===== src/rtl/seg_display_scheduler_pkg.sv =====
// Shared types and constants for the seven-segment display scheduler.
// Latency: n/a (declarations only).
// Backpressure: n/a.
package seg_sched_pkg;

  typedef enum logic [1:0] {
    IDLE  = 2'd0,
    SHOW  = 2'd1,
    GAP   = 2'd2,
    ALERT = 2'd3
  } sched_state_t;

  localparam int   DIGIT_W  = 4;
  localparam logic BLANK_ON = 1'b1;

endpackage


===== src/rtl/seg_display_scheduler_tick_gen.sv =====
// Free-running prescaler producing the scheduler dwell tick.
// Latency: tick is registered and high while the count sits at TICK_DIV-1.
// Backpressure: none; never stalled by scheduler state.
module seg_tick_gen #(
  parameter logic [23:0] TICK_DIV = 24'd10_000_000
) (
  input  logic clk,
  input  logic reset,
  output logic o_tick
);

  localparam logic [23:0] CNT_LAST = TICK_DIV - 24'd1;

  logic [23:0] r_cnt;
  logic [23:0] w_cnt_nxt;
  logic        r_tick;

  assign w_cnt_nxt = (r_cnt == CNT_LAST) ? 24'd0 : r_cnt + 24'd1;

  // Count 0..TICK_DIV-1 and flag the wrap count one cycle ahead so tick lines up with it.
  always_ff @(posedge clk) begin
    if (reset) begin
      r_cnt  <= 24'd0;
      r_tick <= 1'b0;
    end else begin
      r_cnt  <= w_cnt_nxt;
      r_tick <= (w_cnt_nxt == CNT_LAST);
    end
  end

  assign o_tick = r_tick;

endmodule


===== src/rtl/seg_display_scheduler.sv =====
// Time-slices one seven-segment digit between NUM_REQ requesters (round-robin, urgent pre-empt + blink).
// Latency: all outputs registered; grant/digit follow requests one cycle later.
// Backpressure: none; optional blank gap between owners enabled by SEG_SCHED_GAP_EN.
module seg_display_scheduler
  import seg_sched_pkg::*;
#(
  parameter int          NUM_REQ     = 4,
  parameter logic [23:0] TICK_DIV    = 24'd10_000_000,
  parameter int          DWELL_TICKS = 3
) (
  input  logic                       clk,
  input  logic                       reset,
  input  logic [NUM_REQ-1:0]         req,
  input  logic [NUM_REQ-1:0]         urgent,
  input  logic [DIGIT_W*NUM_REQ-1:0] req_digit,
  output logic [NUM_REQ-1:0]         grant,
  output logic [DIGIT_W-1:0]         digit_out,
  output logic                       blank,
  output logic                       tick
);

  localparam int         IDX_W     = $clog2(NUM_REQ);
  localparam logic [3:0] DWELL_LIM = 4'(DWELL_TICKS);

  // First requester after 'last', wrapping; 'last' itself is tried only at the end.
  function automatic logic [IDX_W-1:0] f_rr_pick(input logic [NUM_REQ-1:0] r,
                                                input logic [IDX_W-1:0]   last);
    logic [IDX_W-1:0] pick;
    int               j;
    pick = last;
    for (int k = NUM_REQ; k >= 1; k--) begin
      j = (int'(last) + k) % NUM_REQ;
      if (r[j]) pick = IDX_W'(j);
    end
    return pick;
  endfunction

  // Lowest set index wins.
  function automatic logic [IDX_W-1:0] f_prio_pick(input logic [NUM_REQ-1:0] r);
    logic [IDX_W-1:0] pick;
    pick = '0;
    for (int k = NUM_REQ - 1; k >= 0; k--) begin
      if (r[k]) pick = IDX_W'(k);
    end
    return pick;
  endfunction

  function automatic logic [NUM_REQ-1:0] f_onehot(input logic [IDX_W-1:0] idx);
    logic [NUM_REQ-1:0] v;
    v      = '0;
    v[idx] = 1'b1;
    return v;
  endfunction

  function automatic logic [DIGIT_W-1:0] f_slice(input logic [DIGIT_W*NUM_REQ-1:0] d,
                                                input logic [IDX_W-1:0]           idx);
    return d[DIGIT_W*idx +: DIGIT_W];
  endfunction

  sched_state_t       r_state, w_state_nxt;
  logic [IDX_W-1:0]   r_owner, w_owner_nxt;
  logic [IDX_W-1:0]   r_last,  w_last_nxt;
  logic [3:0]         r_dwell, w_dwell_nxt;
  logic [NUM_REQ-1:0] r_grant, w_grant_nxt;
  logic [DIGIT_W-1:0] r_digit, w_digit_nxt;
  logic               r_blank, w_blank_nxt;

  logic               w_tick;
  logic [NUM_REQ-1:0] w_urg;
  logic               w_any_urg;
  logic               w_any_req;
  logic [IDX_W-1:0]   w_urg_idx;
  logic [IDX_W-1:0]   w_rr_idx;
  logic               w_leave;
  logic               w_arb;

  seg_tick_gen #(
    .TICK_DIV (TICK_DIV)
  ) u_tick_gen (
    .clk    (clk),
    .reset  (reset),
    .o_tick (w_tick)
  );

  // Urgent only counts where the requester is actually asking for the display.
  assign w_urg     = req & urgent;
  assign w_any_urg = |w_urg;
  assign w_any_req = |req;
  assign w_urg_idx = f_prio_pick(w_urg);
  assign w_rr_idx  = f_rr_pick(req, r_last);

  // Next-state: urgent pre-emption overrides everything, then per-state dwell/gap handling.
  always_comb begin
    w_state_nxt = r_state;
    w_owner_nxt = r_owner;
    w_last_nxt  = r_last;
    w_dwell_nxt = r_dwell;
    w_grant_nxt = r_grant;
    w_digit_nxt = r_digit;
    w_blank_nxt = r_blank;
    w_leave     = 1'b0;
    w_arb       = 1'b0;

    if (w_any_urg) begin
      w_state_nxt = ALERT;
      w_owner_nxt = w_urg_idx;
      w_last_nxt  = w_urg_idx;
      w_grant_nxt = f_onehot(w_urg_idx);
      w_digit_nxt = f_slice(req_digit, w_urg_idx);
      w_dwell_nxt = 4'd0;
      // A new alert owner always starts lit; an ongoing alert blinks on each tick.
      if (r_state != ALERT || r_owner != w_urg_idx) begin
        w_blank_nxt = 1'b0;
      end else if (w_tick) begin
        w_blank_nxt = ~r_blank;
      end
    end else begin
      case (r_state)
        IDLE: w_arb = 1'b1;
        SHOW: begin
          w_digit_nxt = f_slice(req_digit, r_owner);
          // Owner dropping beats a coincident tick.
          if (!req[r_owner]) begin
            w_leave = 1'b1;
          end else if (w_tick) begin
            if (r_dwell + 4'd1 == DWELL_LIM) w_leave = 1'b1;
            else                             w_dwell_nxt = r_dwell + 4'd1;
          end
        end
        GAP:     if (w_tick) w_arb = 1'b1;
        ALERT:   w_leave = 1'b1;
        default: w_arb = 1'b1;
      endcase

`ifdef SEG_SCHED_GAP_EN
      if (w_leave) begin
        w_state_nxt = GAP;
        w_grant_nxt = '0;
        w_blank_nxt = BLANK_ON;
        w_dwell_nxt = 4'd0;
      end
`else
      if (w_leave) w_arb = 1'b1;
`endif

      if (w_arb) begin
        if (w_any_req) begin
          w_state_nxt = SHOW;
          w_owner_nxt = w_rr_idx;
          w_last_nxt  = w_rr_idx;
          w_grant_nxt = f_onehot(w_rr_idx);
          w_digit_nxt = f_slice(req_digit, w_rr_idx);
          w_blank_nxt = ~BLANK_ON;
          w_dwell_nxt = 4'd0;
        end else begin
          w_state_nxt = IDLE;
          w_grant_nxt = '0;
          w_blank_nxt = BLANK_ON;
          w_dwell_nxt = 4'd0;
        end
      end
    end
  end

  // State and registered outputs.
  always_ff @(posedge clk) begin
    if (reset) begin
      r_state <= IDLE;
      r_owner <= '0;
      r_last  <= '0;
      r_dwell <= 4'd0;
      r_grant <= '0;
      r_digit <= '0;
      r_blank <= BLANK_ON;
    end else begin
      r_state <= w_state_nxt;
      r_owner <= w_owner_nxt;
      r_last  <= w_last_nxt;
      r_dwell <= w_dwell_nxt;
      r_grant <= w_grant_nxt;
      r_digit <= w_digit_nxt;
      r_blank <= w_blank_nxt;
    end
  end

  assign grant     = r_grant;
  assign digit_out = r_digit;
  assign blank     = r_blank;
  assign tick      = w_tick;

endmodule


===== config.mk =====
export PLATFORM = sky130hd
export DESIGN_NAME = seg_display_scheduler
export DESIGN_NICKNAME = d
export VERILOG_FILES = /design/src/rtl/seg_display_scheduler_pkg.sv /design/src/rtl/seg_display_scheduler_tick_gen.sv /design/src/rtl/seg_display_scheduler.sv
export SDC_FILE = /design/constraint.sdc
export NUM_CORES = 1
export LEC_CHECK = 0
export CAP_MARGIN = 10
export CORE_UTILIZATION = 45
export DETAILED_ROUTE_END_ITERATION = 12
export PLACE_DENSITY = 0.64
export RECOVER_POWER = 25
export SLEW_MARGIN = 5
export SYNTH_ARGS = -nofsm -noshare
export SYNTH_HDL_FRONTEND = slang
export SYNTH_SLANG_ARGS = --single-unit

===== constraint.sdc =====
create_clock -name clk -period 4.3 [get_ports clk]
set_input_delay 0.86 -clock clk [delete_from_list [all_inputs] [get_ports clk]]
set_output_delay 0.86 -clock clk [all_outputs]
set_load 0.005 [all_outputs]

==> metrics.cfg, run 1 <==
[run_status]
outcome=complete, no violations

[floorplan]
die_w_um=79.8
start_util_pct=48.0
core_area_sq_um=5680
die_y_um=79.8
die_area_sq_um=6370
rows=27
io_pins=36

[global_route]
grt_pass1_wl_mm=11.0
grt_use_total_pct=21.9
grt_max_degree=25
first_global_vias=2242
grt_antenna_before_repair=0
overflow=0

[route]
final_antenna_net_count=0
drt_iter0_drc=195
num_vias=2472
dr.pass1.iters=5
totalWireLength_mm=6.36
post_drt_wl_per_cell_um=15.1
vias_per_cell=5.89
drc=0

[logic_synthesis]
synth.area.top_cells=dfxtp_1, mux2i_1, nor2_1, mux4_1, nand3_1
synth_edf_count=0
ys_seq_area_share_pct=30.9
netlist.area_leader.share_pct=30.9
syn_avg_cell_area_sq_um=8.62
synth_seq_cells=42
synth_top_area_cell=dfxtp_1
netlist_instances=316
synth_nets=345
synth_area_sq_um=2730
synthFlopType=dfxtp_1
async_flop_share_pct=0
yosysWarnings=0
netlist-cell-type-count=63

[worst_setup_path]
arrival_ns=3.27
path_cells=dlygate4sd3_1 -> clkbuf_1 -> a41o_1 -> a21oi_1 -> o2111ai_1 -> nor4b_1
crit_type=in2reg
cp_slowest_stage_delay_ns=0.63
r2r_slack_ns=1.84
reg2reg_depth=6
cpMaxStageDelayCell=a41o_1
cp-end-kind=register
critPathMaxFanout=24
rr_startpoint=r_last[0]
worstSetupStartpointType=primary input
required_ns=4.50
timing.rr.end=digit_out[3]

[clock_tree]
clock_latency_ns=0.29
path_clk_slew_ns=0.08
cts_tree=yes
cts_setup_buffers=0
htreeDepth=2
clockBufferDepth=2
cts_resized=0
root_buffer=clkbuf_8
holdBufCountCts=0
clkSinkCount=42
cts-buffers-inserted=5

[timing]
hold_viol=0
drv_slew=0
worst_pin_slew_ns=1.16
tns_ns=0
min_period_ns=3.07
max_slew_margin_pct=22.3
fin_crit_sh_pct=71.5
max_freq_mhz=325
setup_ws_ns=1.23
setup_viol=0
rsz0062_at_grt=no
clock_skew_ns=0.00884

[min_path]
worstHoldStart=grant[2]
worstHoldEndpoint=grant[2]
hp-class=reg2reg
holdPathStages=2

[power_and_ir_drop]
clkPwrFrac_pct=29.7
power_switching_mw=0.248
cellPowerDensity_nw_per_um2=277
internal-power_mw=0.643
seqPwrFrac_pct=47.4
p_sw_share_pct=27.9
p_leak_nw=1.16
combPwrFrac_pct=23.0
ir_drop_mv=0.192

[placement]
pre_cts_slack_ns=1.11
io_buffers=35
dp_hpwl_mm=4.71
gp_congestion=0.772

[cells_and_area]
drive_above_1_share_pct=7.47
final_nets=376
area_growth_pct=17.9
num_antenna_cells=0
n_fill_cell=549
fin_util_pct=56.6

[job]
maxCapViolations=0

[Yosys cell counts, drive strengths merged, types with 4 or more instances]
| cell | instances |
|---|---|
| buf | 5 |
| nand3 | 21 |
| clkbuf | 9 |
| mux4 | 5 |
| xnor2 | 11 |
| inv | 5 |
| and2 | 4 |
| nor3 | 9 |
| xor2 | 11 |
| a21oi | 16 |
| and4 | 4 |
| nor2 | 39 |
| nand4 | 7 |
| dfxtp | 42 |
| nand2 | 23 |
| mux2i | 20 |
| o21ai | 4 |
| nor4 | 6 |
| mux2 | 5 |
| and3 | 6 |
| nand2b | 6 |
[per-stage QoR]
step           std cells  power [mW]  cell area [sq um]  hold WS [ns]
4_1_cts              420       0.905               3220         0.458
2_1_floorplan        316       0.562               2730         0.448
3_5_place_dp         412       0.639               3120         0.447
6_report             420       0.891               3210         0.449
3_3_place_gp         412       0.639               3120         0.443
5_1_grt              420       0.938               3210         0.464
[placed cells by master (no fill, tap or decap), types with 3 or more instances in the layout]
master	n
xor2_1	11
xnor2_1	11
clkdlybuf4s50_1	26
nand2b_1	6
clkbuf_8	6
nor3_1	9
nor4_1	6
nor2_1	39
dfxtp_1	42
nand4_1	7
mux2_2	5
a31o_2	3
o21ai_0	4
a32o_1	3
nand3_1	21
ha_1	3
and4_1	4
nor4b_1	3
nor2b_1	3
inv_1	5
dlygate4sd3_1	9
mux2i_1	20
mux4_1	4
nand2_1	23
a21oi_1	14
and3_1	6
o41ai_1	3
a311oi_1	3
[registers in the layout, summed over array words and instances, names as in the netlist]
| register | cells |
|---|---|
| u_tick_gen.o_tick | 1 |
| u_tick_gen.r_cnt | 24 |
| digit_out | 4 |
| r_dwell | 4 |
| grant | 4 |
| r_last | 2 |
| r_state | 2 |
| blank | 1 |
[cell type report]
type | instances | area, sq um | area share (%)
clock buffer | 7 | 86.3 | 2.69
tap | 72 | 90.1 | 2.80
sequential | 42 | 841 | 26.2
timing repair buffer | 38 | 369 | 11.5
clock inverter | 1 | 5.00 | 0.156
multi-input combinational | 255 | 1800 | 56.1
inverter | 5 | 18.8 | 0.584
[critical path, delay by kind of cell]
kind            cells  cell delay (ns)
simple gates        1             0.31
buf+inv             2             1.00
compound gates      3             1.09
[worst max path at each step]
stage                     slack [ns]           endpoint    from
after floorplan                 1.66       digit_out[3]  req[1]
after global placement          1.17       digit_out[3]  req[0]
after detailed placement        1.11       digit_out[3]  req[1]
after CTS                       1.43       digit_out[3]  req[1]
after global routing             1.0  u_tick_gen.o_tick   reset
final                           1.23  u_tick_gen.o_tick   reset
[power by group through the flow]
| stage | Combinational, mW | Sequential, mW | Clock, mW |
|---|---|---|---|
| 6_report | 0.204 | 0.422 | 0.264 |
| 5_1_grt | 0.224 | 0.425 | 0.290 |
| 4_1_cts | 0.209 | 0.423 | 0.273 |
| 3_5_place_dp | 0.208 | 0.431 | 0 |
| 3_3_place_gp | 0.207 | 0.432 | 0 |
| 2_1_floorplan | 0.139 | 0.423 | 0 |
[kinds of logic after synthesis]
kind of cell             after synthesis  synth area share [%]
AO/OA/AOI/OAI                         59                  16.9
XOR/XNOR                              22                  7.07
adder cells (fa/ha/maj)                3                  1.38
buffers and inverters                 19                  3.03
flip-flops                            42                  30.9
multiplexers                          30                  14.1
AND/OR/NAND/NOR                      141                  26.6
[metal layers]
layer	vias to the layer above	track usage (%)	routed length (um)
li1	1253	-	-
met1	1152	32.8	3320
met2	61	32.8	2720
met3	6	3.43	271
met4	0	4.29	54
met5	-	0	0
(Power assumes the default switching activity.)
==> run 2: changes to the inputs <==
Clock period 4.3 ns to 3.2 ns, I/O delays scaled along.
==> run 2 against run 1 <==
  * Setup slack got worse by 0.70 ns
  * Count of clock-buffer cells in the layout down 2
  * Critical path depth grew 1
  * Sequential power increased by 34%
  * Sequential cell count unchanged
  * Routed wire length is 1.3% higher
  * Clock power is 23% higher
  * Cell area rose by 0.78%
  * Critical path type unchanged
  * Largest power group unchanged
  * Highest routed layer unchanged
==> metrics.cfg, run 2 (synthesized netlist as in run 1, its figures left out) <==
[timing]
setup_ws_ns=0.524
tns_ns=0
max_slew_margin_pct=48.3
rsz0062_at_grt=no
clock_skew_ns=0.00387
min_period_ns=2.68
drv_slew=0
hold_viol=0
worst_pin_slew_ns=0.776
holdWs_ns=0.455
setup_viol=0
fin_crit_sh_pct=83.6
max_freq_mhz=374

[clock_tree]
cts_resized=0
cts_setup_buffers=0
htreeDepth=2
holdBufCountCts=0
root_buffer=clkbuf_8
clkSinkCount=42
path_clk_slew_ns=0.08
clock_latency_ns=0.29
cts-buffers-inserted=5
cts_tree=yes
clockBufferDepth=2

[cells_and_area]
num_antenna_cells=0
fin_util_pct=57.0
drive_above_1_share_pct=8.81
layout_common_cells=dfxtp_1, nor2_1, clkdlybuf4s50_1
fin_cells=424
area_growth_pct=18.8
fin_area_sq_um=3240
regMostFlops=u_tick_gen.r_cnt
final_nets=381
layout_commonest_cell=dfxtp_1
largest_reg_flops=24

[power_and_ir_drop]
p_leak_nw=1.16
finalPower_mw=1.18
seqPwrFrac_pct=47.8
internal-power_mw=0.846
combPwrFrac_pct=24.6
ir_drop_mv=0.203
p_sw_share_pct=28.4
clkPwrFrac_pct=27.6
power_switching_mw=0.336
cellPowerDensity_nw_per_um2=365

[floorplan]
io_pins=36
die_w_um=79.8
rows=27
start_util_pct=48.0
die_y_um=79.8
die_area_sq_um=6370
core_area_sq_um=5680

[placement]
dp_hpwl_mm=4.88
io_buffers=35
placed_cells=417
dpl_cell_area_sq_um=3160
gp_congestion=0.821
pre_cts_slack_ns=0.260

[worst_setup_path]
required_ns=3.42
critPathMaxFanout=8
cp_slowest_stage_delay_ns=0.56
cp-end-kind=register
reg2reg_depth=6
timing.rr.end=digit_out[3]
arrival_ns=2.89
crit_start=req[0]
path_cells=clkdlybuf4s50_1 -> mux4_2 -> and2_4 -> or2_4 -> a21o_4 -> a2111o_1 -> a31oi_1
r2r_slack_ns=0.89
endpoint=digit_out[3]
rr_startpoint=r_last[1]
worstSetupStartpointType=primary input
cpMaxStageDelayCell=clkdlybuf4s50_1
crit_type=in2reg

[job]
maxCapViolations=0

[global_route]
grt_most_used_layer=met2
grt_antenna_before_repair=0
grt_pass1_wl_mm=11.3
first_global_vias=2356
overflow=0
grtUsageMet2_pct=34.1
grtUsageMet1_pct=32.8
grtUsageMet3_pct=4.57
grt_use_total_pct=22.7
grt_max_degree=18

[route]
vias_per_cell=5.83
totalWireLength_mm=6.44
post_drt_wl_per_cell_um=15.2
final_antenna_net_count=0
dr.pass1.iters=4
drt_iter0_drc=154
num_vias=2473
drc=0

[min_path]
holdPathStages=2
hp-class=reg2reg

[run_status]
outcome=complete, no violations

run 2: cell count changes in the layout (fill, tap and decap cells not counted):
cell,previous run,this run
clkbuf_8,6,5
dlygate4sd3_1,9,0
buf_4,2,7
clkbuf_1,2,1
clkdlybuf4s50_1,26,35
clkinv_2,1,2
run 2: final cells by class:
type | instances | area, sq um
clock inverters | 2 | 10.0
well taps | 72 | 90.1
inverters | 5 | 18.8
flip-flops and latches | 42 | 841
fillers | 539 | 2440
clock buffers | 5 | 68.8
repair buffers | 43 | 407
multi-input cells | 255 | 1800
run 2: critical path: cells and delay by family:
family | cells | cell delay [ns]
AOI/OAI and AO/OA | 3 | 0.75
buffers and inverters | 1 | 0.56
muxes | 1 | 0.50
and+or+nand+nor | 2 | 0.45
run 2: power by group through the flow:
stage / clock network (mW) / registers [mW] / logic, mW
floorplan: 0 / 0.569 / 0.187
global placement: 0 / 0.577 / 0.290
detailed placement: 0 / 0.577 / 0.291
CTS: 0.336 / 0.565 / 0.293
global route: 0.361 / 0.568 / 0.319
finish: 0.326 / 0.565 / 0.291
run 2: layer usage:
layer  share of wire (%)  routed length, um
met1                  51               3300
met2                  45               2880
met3                 3.0                193
met4                 1.0                 65
met5                   0                  0
run 2: worst min path at each step:
stage	startpoint	to	slack [ns]
2_1_floorplan	grant[0]	grant[0]	0.45
5_1_grt	grant[3]	grant[3]	0.48
3_3_place_gp	grant[2]	grant[2]	0.44
4_1_cts	grant[2]	grant[2]	0.46
3_5_place_dp	grant[2]	grant[2]	0.45
6_report	grant[2]	grant[2]	0.45
==> run 3: changes to the inputs <==
Clock period 3.2 ns to 2.5 ns, I/O delays scaled along.
==> run 3 against run 2 <==
  * Total power grew 42%
  * Register-to-register slack lost 0.63 ns
  * Via count grew 3.0%
  * Sequential power grew 27%
  * Setup slack lost 0.37 ns
  * First-iteration DRC count shrank 39%
  * Sequential cell count is the same
  * Routed wire length grew 4.8%
  * Clock power grew 63%
  * Die area is the same
==> metrics.cfg, run 3 (synthesized netlist as in run 1, its figures left out) <==
[timing]
drv_slew=0
setup_viol=0
fin_crit_sh_pct=93.8
min_period_ns=2.35
holdWs_ns=0.452
rsz0062_at_grt=no
clock_skew_ns=0.00471
tns_ns=0
max_freq_mhz=426
max_slew_margin_pct=59.9
hold_viol=0
worst_pin_slew_ns=0.597

[clock_tree]
cts-buffers-inserted=5
cts_resized=0
cts_tree=yes
clkSinkCount=42
holdBufCountCts=0
cts_setup_buffers=0
htreeDepth=2
clock_latency_ns=0.29
clockBufferDepth=2
root_buffer=clkbuf_8
path_clk_slew_ns=0.08

[cells_and_area]
final_nets=401
drive_above_1_share_pct=14.2
fin_cells=445
n_fill_cell=540
num_antenna_cells=0
regMostFlops=u_tick_gen.r_cnt
layout_common_cells=dfxtp_1, nor2_1, clkdlybuf4s50_1, buf_4, nand2_1
area_growth_pct=26.4
regArea_sq_um=841
multi_input_area_sq_um=1800
layout_commonest_cell=dfxtp_1
largest_reg_flops=24

[floorplan]
rows=27
die_area_sq_um=6370
core_area_sq_um=5680
die_y_um=79.8
start_util_pct=48.0
die_w_um=79.8
io_pins=36

[run_status]
outcome=complete, no violations

[job]
maxCapViolations=0

[power_and_ir_drop]
p_leak_nw=1.30
ir_drop_mv=0.264
cellPowerDensity_nw_per_um2=487

[worst_setup_path]
r2r_slack_ns=0.26
crit_family=compound AO/OA/AOI/OAI gates
path_cells=clkdlybuf4s50_1 -> mux4_2 -> and2_4 -> or2_4 -> a21o_4 -> a2111o_1 -> a31oi_1
crit_cells=7
timing.rr.end=u_tick_gen.o_tick
worstSetupStartpointType=primary input
reg2reg_depth=6
required_ns=2.72
rr_startpoint=u_tick_gen.r_cnt[0]
cp-end-kind=register
cp_slowest_stage_delay_ns=0.48
crit_type=in2reg
path_buf_inv=1
arrival_ns=2.57
cpMaxStageDelayCell=mux4_2
critPathMaxFanout=6

[global_route]
first_global_vias=2430
grt_antenna_before_repair=0
overflow=0
grt_max_degree=24
grt_pass1_wl_mm=11.3
grt_use_total_pct=22.7

[placement]
io_buffers=35
dp_hpwl_mm=5.17
gp_congestion=0.876
placed_cells=437

[route]
drc=0
dr.pass1.iters=4
final_antenna_net_count=0
drt_iter0_drc=94
totalWireLength_mm=6.76
num_vias=2548
vias_per_cell=5.73
post_drt_wl_per_cell_um=15.2

[min_path]
worstHoldStart=grant[3]
worstHoldEndpoint=grant[3]
hp-class=reg2reg
holdPathStages=2

==> run 3: layer usage <==
layer  wire [um]  vias to the layer above  global-route usage, %
met4          24                        0                   4.29
met5           0                        -                      0
met3         320                        2                   3.89
met2        3100                       42                   37.7
li1            -                     1307                      -
met1        3310                     1197                   30.9
==> run 3: how the worst max path moves through the flow <==
stage                     startpoint           end  slack (ns)
after detailed placement      req[2]  digit_out[3]       -0.15
final                         req[2]  digit_out[3]        0.15
after CTS                     req[2]  digit_out[3]        0.15
after global routing          req[1]    r_dwell[1]        0.08
after floorplan               req[1]  digit_out[3]        0.22
after global placement        req[3]  digit_out[3]       -0.11
==> run 3: through the flow <==
step	setup WS, ns	utilization [%]	power, mW	cell area, sq um
finish	0.155	60.7	1.68	3450
global placement	-0.111	58.8	1.16	3340
detailed placement	-0.151	58.8	1.16	3340
floorplan	0.223	-	0.967	2730
global route	0.0757	60.7	1.76	3450
CTS	0.153	60.7	1.69	3450
==> run 3: worst reg2reg max path, delay by kind of cell (launching register included) <==
family / cells / cell delay, ns
adders and majority gates: 1 / 0.38
DFF: 1 / 0.43
and+or+nand+nor: 3 / 0.95
AOI/OAI and AO/OA: 2 / 0.37
==> run 3: layout make-up <==
cell class	instances	share of cell area [%]
Clock buffer	5	2.00
Multi-Input combinational cell	255	52.3
Timing Repair Buffer	63	17.0
Clock inverter	3	1.16
Tap cell	72	2.61
Sequential cell	42	24.4
Inverter	5	0.545
==> run 3: report_power, final <==
part           total [mW]  switching (mW)  internal (mW)
clock               0.533           0.239          0.294
combinational       0.429           0.191          0.238
sequential          0.715          0.0194          0.695
total                1.68           0.450           1.23
